[config.mk]
export PLATFORM = sky130hd
export DESIGN_NAME = branch_resolve_ctrl
export DESIGN_NICKNAME = d
export VERILOG_FILES = /design/src/rtl/branch_resolve_ctrl.sv
export SDC_FILE = /design/constraint.sdc
export NUM_CORES = 1
export LEC_CHECK = 0
export CAP_MARGIN = 30
export CORE_MARGIN = 5
export CORE_UTILIZATION = 31
export CTS_BUF_LIST = sky130_fd_sc_hd__clkbuf_8 sky130_fd_sc_hd__clkbuf_16
export CTS_CLUSTER_DIAMETER = 40
export DETAILED_ROUTE_END_ITERATION = 6
export GPL_ROUTABILITY_DRIVEN = 1
export PLACE_DENSITY_LB_ADDON = 0.3
export SLEW_MARGIN = 20
export SYNTH_ARGS = -nofsm -noshare
export SYNTH_HDL_FRONTEND = slang
export SYNTH_SLANG_ARGS = --single-unit
[constraint.sdc]
create_clock -name clk -period 3.4 [get_ports clk]
set_clock_uncertainty 0.2 [all_clocks]
set_input_delay 0.68 -clock clk [delete_from_list [all_inputs] [get_ports clk]]
set_output_delay 0.68 -clock clk [all_outputs]
set_load 0.02 [all_outputs]
[src/rtl/branch_resolve_ctrl.sv]
// branch_resolve_ctrl: ID-stage branch hazard stall sequencer and one-cycle resolve pulse.
// Optional feature: define MIPS_DELAY_SLOT_EN to keep the delay-slot instruction (flush_if tied low).

`ifndef OP_BEQ
`define OP_BEQ  6'h04
`endif
`ifndef OP_BNE
`define OP_BNE  6'h05
`endif
`ifndef OP_BLEZ
`define OP_BLEZ 6'h06
`endif
`ifndef OP_BGTZ
`define OP_BGTZ 6'h07
`endif
`ifndef OP_BGEZ
`define OP_BGEZ 6'h01
`endif

module branch_resolve_ctrl #(
    parameter int ALU_STALLS  = 1,
    parameter int LOAD_STALLS = 2,
    parameter int MEM_STALLS  = 1,
    parameter int CNT_W       = 2
) (
    input  logic       clk,
    input  logic       rst,
    input  logic       id_valid,
    input  logic [5:0] id_op,
    input  logic [4:0] id_rs,
    input  logic [4:0] id_rt,
    input  logic       ex_regwrite,
    input  logic       ex_memread,
    input  logic [4:0] ex_dst,
    input  logic       mem_memread,
    input  logic [4:0] mem_dst,
    input  logic       branch_taken,
    output logic       stall,
    output logic       resolve,
    output logic       pc_sel,
    output logic       flush_if
);

    typedef enum logic [1:0] {
        IDLE    = 2'd0,
        STALL   = 2'd1,
        RESOLVE = 2'd2
    } state_e;

    state_e           state_q, state_d;
    logic [CNT_W-1:0] cnt_q, cnt_d;

    logic             is_br, use_rt, hz_ex, hz_mem;
    logic [CNT_W-1:0] ex_need, mem_need, need;

    // Hazard detection; register 0 is hardwired, so it never creates a dependency.
    always_comb begin
        use_rt   = (id_op == `OP_BEQ) || (id_op == `OP_BNE);
        is_br    = id_valid && (use_rt || (id_op == `OP_BGTZ) ||
                                (id_op == `OP_BGEZ) || (id_op == `OP_BLEZ));
        hz_ex    = ex_regwrite && (ex_dst != 5'd0) &&
                   ((ex_dst == id_rs) || (use_rt && (ex_dst == id_rt)));
        hz_mem   = mem_memread && (mem_dst != 5'd0) &&
                   ((mem_dst == id_rs) || (use_rt && (mem_dst == id_rt)));
        ex_need  = '0;
        if (hz_ex) begin
            ex_need = ex_memread ? CNT_W'(LOAD_STALLS) : CNT_W'(ALU_STALLS);
        end
        mem_need = hz_mem ? CNT_W'(MEM_STALLS) : '0;
        need     = (ex_need > mem_need) ? ex_need : mem_need;
    end

    // NOTE: every signal written here gets a default first so no path can infer a latch.
    always_comb begin
        state_d = state_q;
        cnt_d   = cnt_q;
        stall   = 1'b0;
        resolve = 1'b0;
        if (!rst) begin
            unique case (state_q)
                IDLE: begin
                    if (is_br) begin
                        if (need == '0) begin
                            resolve = 1'b1;
                        end else begin
                            stall   = 1'b1;
                            cnt_d   = need - 1'b1;
                            state_d = (need == CNT_W'(1)) ? RESOLVE : STALL;
                        end
                    end
                end
                // cnt_q holds the stall cycles still owed, including this one.
                STALL: begin
                    if (!id_valid) begin
                        state_d = IDLE;
                    end else begin
                        stall = 1'b1;
                        cnt_d = cnt_q - 1'b1;
                        if (cnt_q <= CNT_W'(1)) begin
                            state_d = RESOLVE;
                        end
                    end
                end
                RESOLVE: begin
                    resolve = id_valid;
                    state_d = IDLE;
                end
                default: state_d = IDLE;
            endcase
        end
    end

    // NOTE: sequential state uses non-blocking assignments so all registers update together.
    always_ff @(posedge clk) begin
        if (rst) begin
            state_q <= IDLE;
            cnt_q   <= '0;
        end else begin
            state_q <= state_d;
            cnt_q   <= cnt_d;
        end
    end

    assign pc_sel = resolve & branch_taken;

`ifdef MIPS_DELAY_SLOT_EN
    assign flush_if = 1'b0;
`else
    assign flush_if = resolve & branch_taken;
`endif

endmodule

==> impl_metrics.yaml <==
cells_and_area:
  syn2layout_area_growth_pct: 112
  final_nets: 159
  antenna-diode-count: 0
  drive_gt1_share_pct: 45.9
power_and_ir_drop:
  vdd.ir_drop.worst_v: 0.000213
  p_leak_uw: 0.000505
  power-per-cell-area_nw_per_um2: 207
synth:
  synth.cell_area_um2: 557
  syn_area_per_cell_um2: 8.07
  synth_edf_count: 0
  synth_cell_types: 30
  synth_fp_nets: 104
  ys_async_sr_fraction_pct: 0
  syn_inst: 69
  yosysSeqAreaShare_pct: 14.4
  postSynthRegisterBits: 4
  yosys_warnings: 0
  synth_ff_type: "dfxtp_1"
place:
  io_buffers: 36
  gp_congestion: 0.755
  dp.final_hpwl_um: 1550
worst_setup_path:
  cp_data_arrival_time_ns: 2.62
  crit_type: "in2out"
  r2r_start: "state_q[0]"
  critPathCaptureType: "primary output"
  critPathSlowestCell: "nor4_4"
  rr_endpoint: "cnt_q[1]"
  cp.depth: 13
  r2r_slack_ns: 1.68
  endpoint: "flush_if"
  cp_max_fo: 3
  worstPathRequired_ns: 2.52
  critPathMaxStageDelay_ns: 0.32
  critPathLaunchType: "input pin"
  startpoint: "ex_dst[0]"
  worstRegToRegCells: 7
  worst-path-buf-inv: 3
  path_cells: "buf_8 > xnor2_4 > nand3_2 > nor4_4 > o221ai_4 > mux2i_1 > inv_1 > ha_2 > nor3b_4 > a21oi_2 > nor3_2 > and2_4 > buf_6"
  cpLargestDelayFamily: "simple AND/OR/NAND/NOR gates"
detailed_routing:
  wl_per_cell_um: 13.4
  via_per_inst: 4.82
  drt_first_pass_iters: 4
  drc_errors: 0
  finalWirelength_um: 1970
  ant_nets: 0
  via_count: 708
  dr.first_iter.drc_count: 1
grt:
  grtUsageTotal_pct: 15.4
  first_global_vias: 749
  grt_max_degree: 8
  antenna_found_initial: 0
  overflow: 0
  grt_pass1_wl_um: 3110
die:
  core_area_um2: 1730
  die-area_um2: 2740
  initial_utilization_pct: 32.2
  ios: 37
  num_rows: 15
  die_width_um: 52.4
  die_h_um: 52.4
clock_tree:
  cts_buffer_depth: 2
  root_buffer: "clkbuf_8"
  cts_tree: "built"
  cts_buffers: 3
  clkTransAtPathRegs_ns: 0.03
  clock_latency_ns: 0.21
  h-tree-depth: 1
  cts.sinks: 4
timing:
  finalSetupViolCount: 3
  timing.slew.headroom_pct: 75.5
  finalCriticalPeriod_ns: 3.50
  hold_violations: 0
  holdWs_ns: 0.308
  max_freq_mhz: 286
  period_share_pct: 103
  fin_ws_ns: -0.0993
  grt_setup_unrepaired: "true"
  tns_ns: -0.285
  worst_pin_slew_ns: 0.368
  finalMaxSlewViolations: 0
hold_path:
  hold_class: "reg2reg"
run:
  cap_viol_max_count: 0
run_status:
  status: "complete, but fails checks"
  violations: "negative setup slack"
-- synth_stat cells (2+ instances only) --
library cell	count	share of area, %
dfxtp_1	4	14
nor3_1	4	3.6
xnor2_1	12	19
inv_1	4	2.7
nand3_1	4	3.6
ha_1	2	4.5
or4_1	3	4.0
a21oi_1	2	1.8
xor2_1	8	13
nand2_1	2	1.3
nor2_1	5	3.4
-- placed cells by master, fill, tap and decap left out, types with 3 or more instances in the layout --
cell type        count
buf_2                8
buf_4               15
buf_6               10
clkbuf_8             3
clkdlybuf4s50_1      7
dfxtp_1              4
dlygate4sd2_1        7
inv_1                4
nand3_1              3
nor2_1               5
nor3_2               4
or4_1                3
xnor2_1              9
xor2_1               7
-- sequential cells by signal (all words and copies together), names as in the netlist --
| name | cells |
|---|---|
| cnt_q | 2 |
| state_q | 2 |
-- kinds of logic (layout without fill, tap and decap cells) --
logic type | after synthesis | in the layout | synth area share, %
AND/OR/NAND/NOR | 26 | 26 | 28.1
XOR/XNOR | 20 | 20 | 31.5
AO/OA/AOI/OAI | 11 | 11 | 15.7
buffers and inverters | 5 | 58 | 4.04
flip-flops | 4 | 4 | 14.4
adder cells (fa/ha/maj) | 2 | 2 | 4.49
multiplexers | 1 | 1 | 1.80
-- metrics by stage --
stage                     power [µW]  cell area, µm²  setup slack (ns)  instances  util [%]
after floorplan                 75.9             573            -0.164         69         -
after CTS                        244            1140            -0.116        146      66.1
final                            245            1180           -0.0993        147      68.5
after global routing             261            1180            -0.272        147      68.5
after global placement           135            1040            -0.915        140      60.0
after detailed placement         136            1040            -0.958        140      60.0
-- what timing repair did --
item / 4_1_cts / 5_1_grt
setup buffers: 3 / 1
pin swaps: 24 / 4
hold buffers: 0 / 0
endpoints found under the setup margin: 4 / 4
gates resized for setup: 121 / 8
-- worst register-to-register path: stages, from the launching register on --
cell       delay, ns
dfxtp_1         0.34
inv_1           0.07
o2111ai_1       0.19
buf_4           0.20
o21a_1          0.19
nor2_1          0.18
nor2_1          0.06
a211oi_1        0.21
-- report_power, final --
part / internal [µW] / switching [µW]
combinational: 60.1 / 39.7
sequential: 47.4 / 0.0662
clock: 75.3 / 22.4
total: 183 / 62.2
-- how the worst min path moves through the flow --
stage	endpoint	startpoint	slack, ns	cells past startpoint
finish	cnt_q[1]	cnt_q[1]	0.31	2
global route	cnt_q[1]	cnt_q[1]	0.36	2
CTS	cnt_q[1]	cnt_q[1]	0.31	2
detailed placement	cnt_q[1]	cnt_q[1]	0.31	2
global placement	cnt_q[1]	cnt_q[1]	0.29	2
floorplan	cnt_q[1]	cnt_q[1]	0.27	2
-- area by class of cell --
class,instances,area [µm²]
Multi-Input combinational cell,60,568
Fill cell,146,544
Timing Repair Buffer,51,447
Sequential cell,4,80.1
Clock buffer,3,41.3
Tap cell,25,31.3
Inverter,4,15.0
-- per-layer routing --
metal | vias up | part of all wire [%] | GRT usage, %
met3 | 4 | 8.0 | 5.13
met5 | - | 0 | 0
met1 | 321 | 34 | 15.0
met4 | 0 | 1.5 | 5.53
met2 | 28 | 56 | 29.3
li1 | 355 | - | -
(Power assumes the default switching activity.)
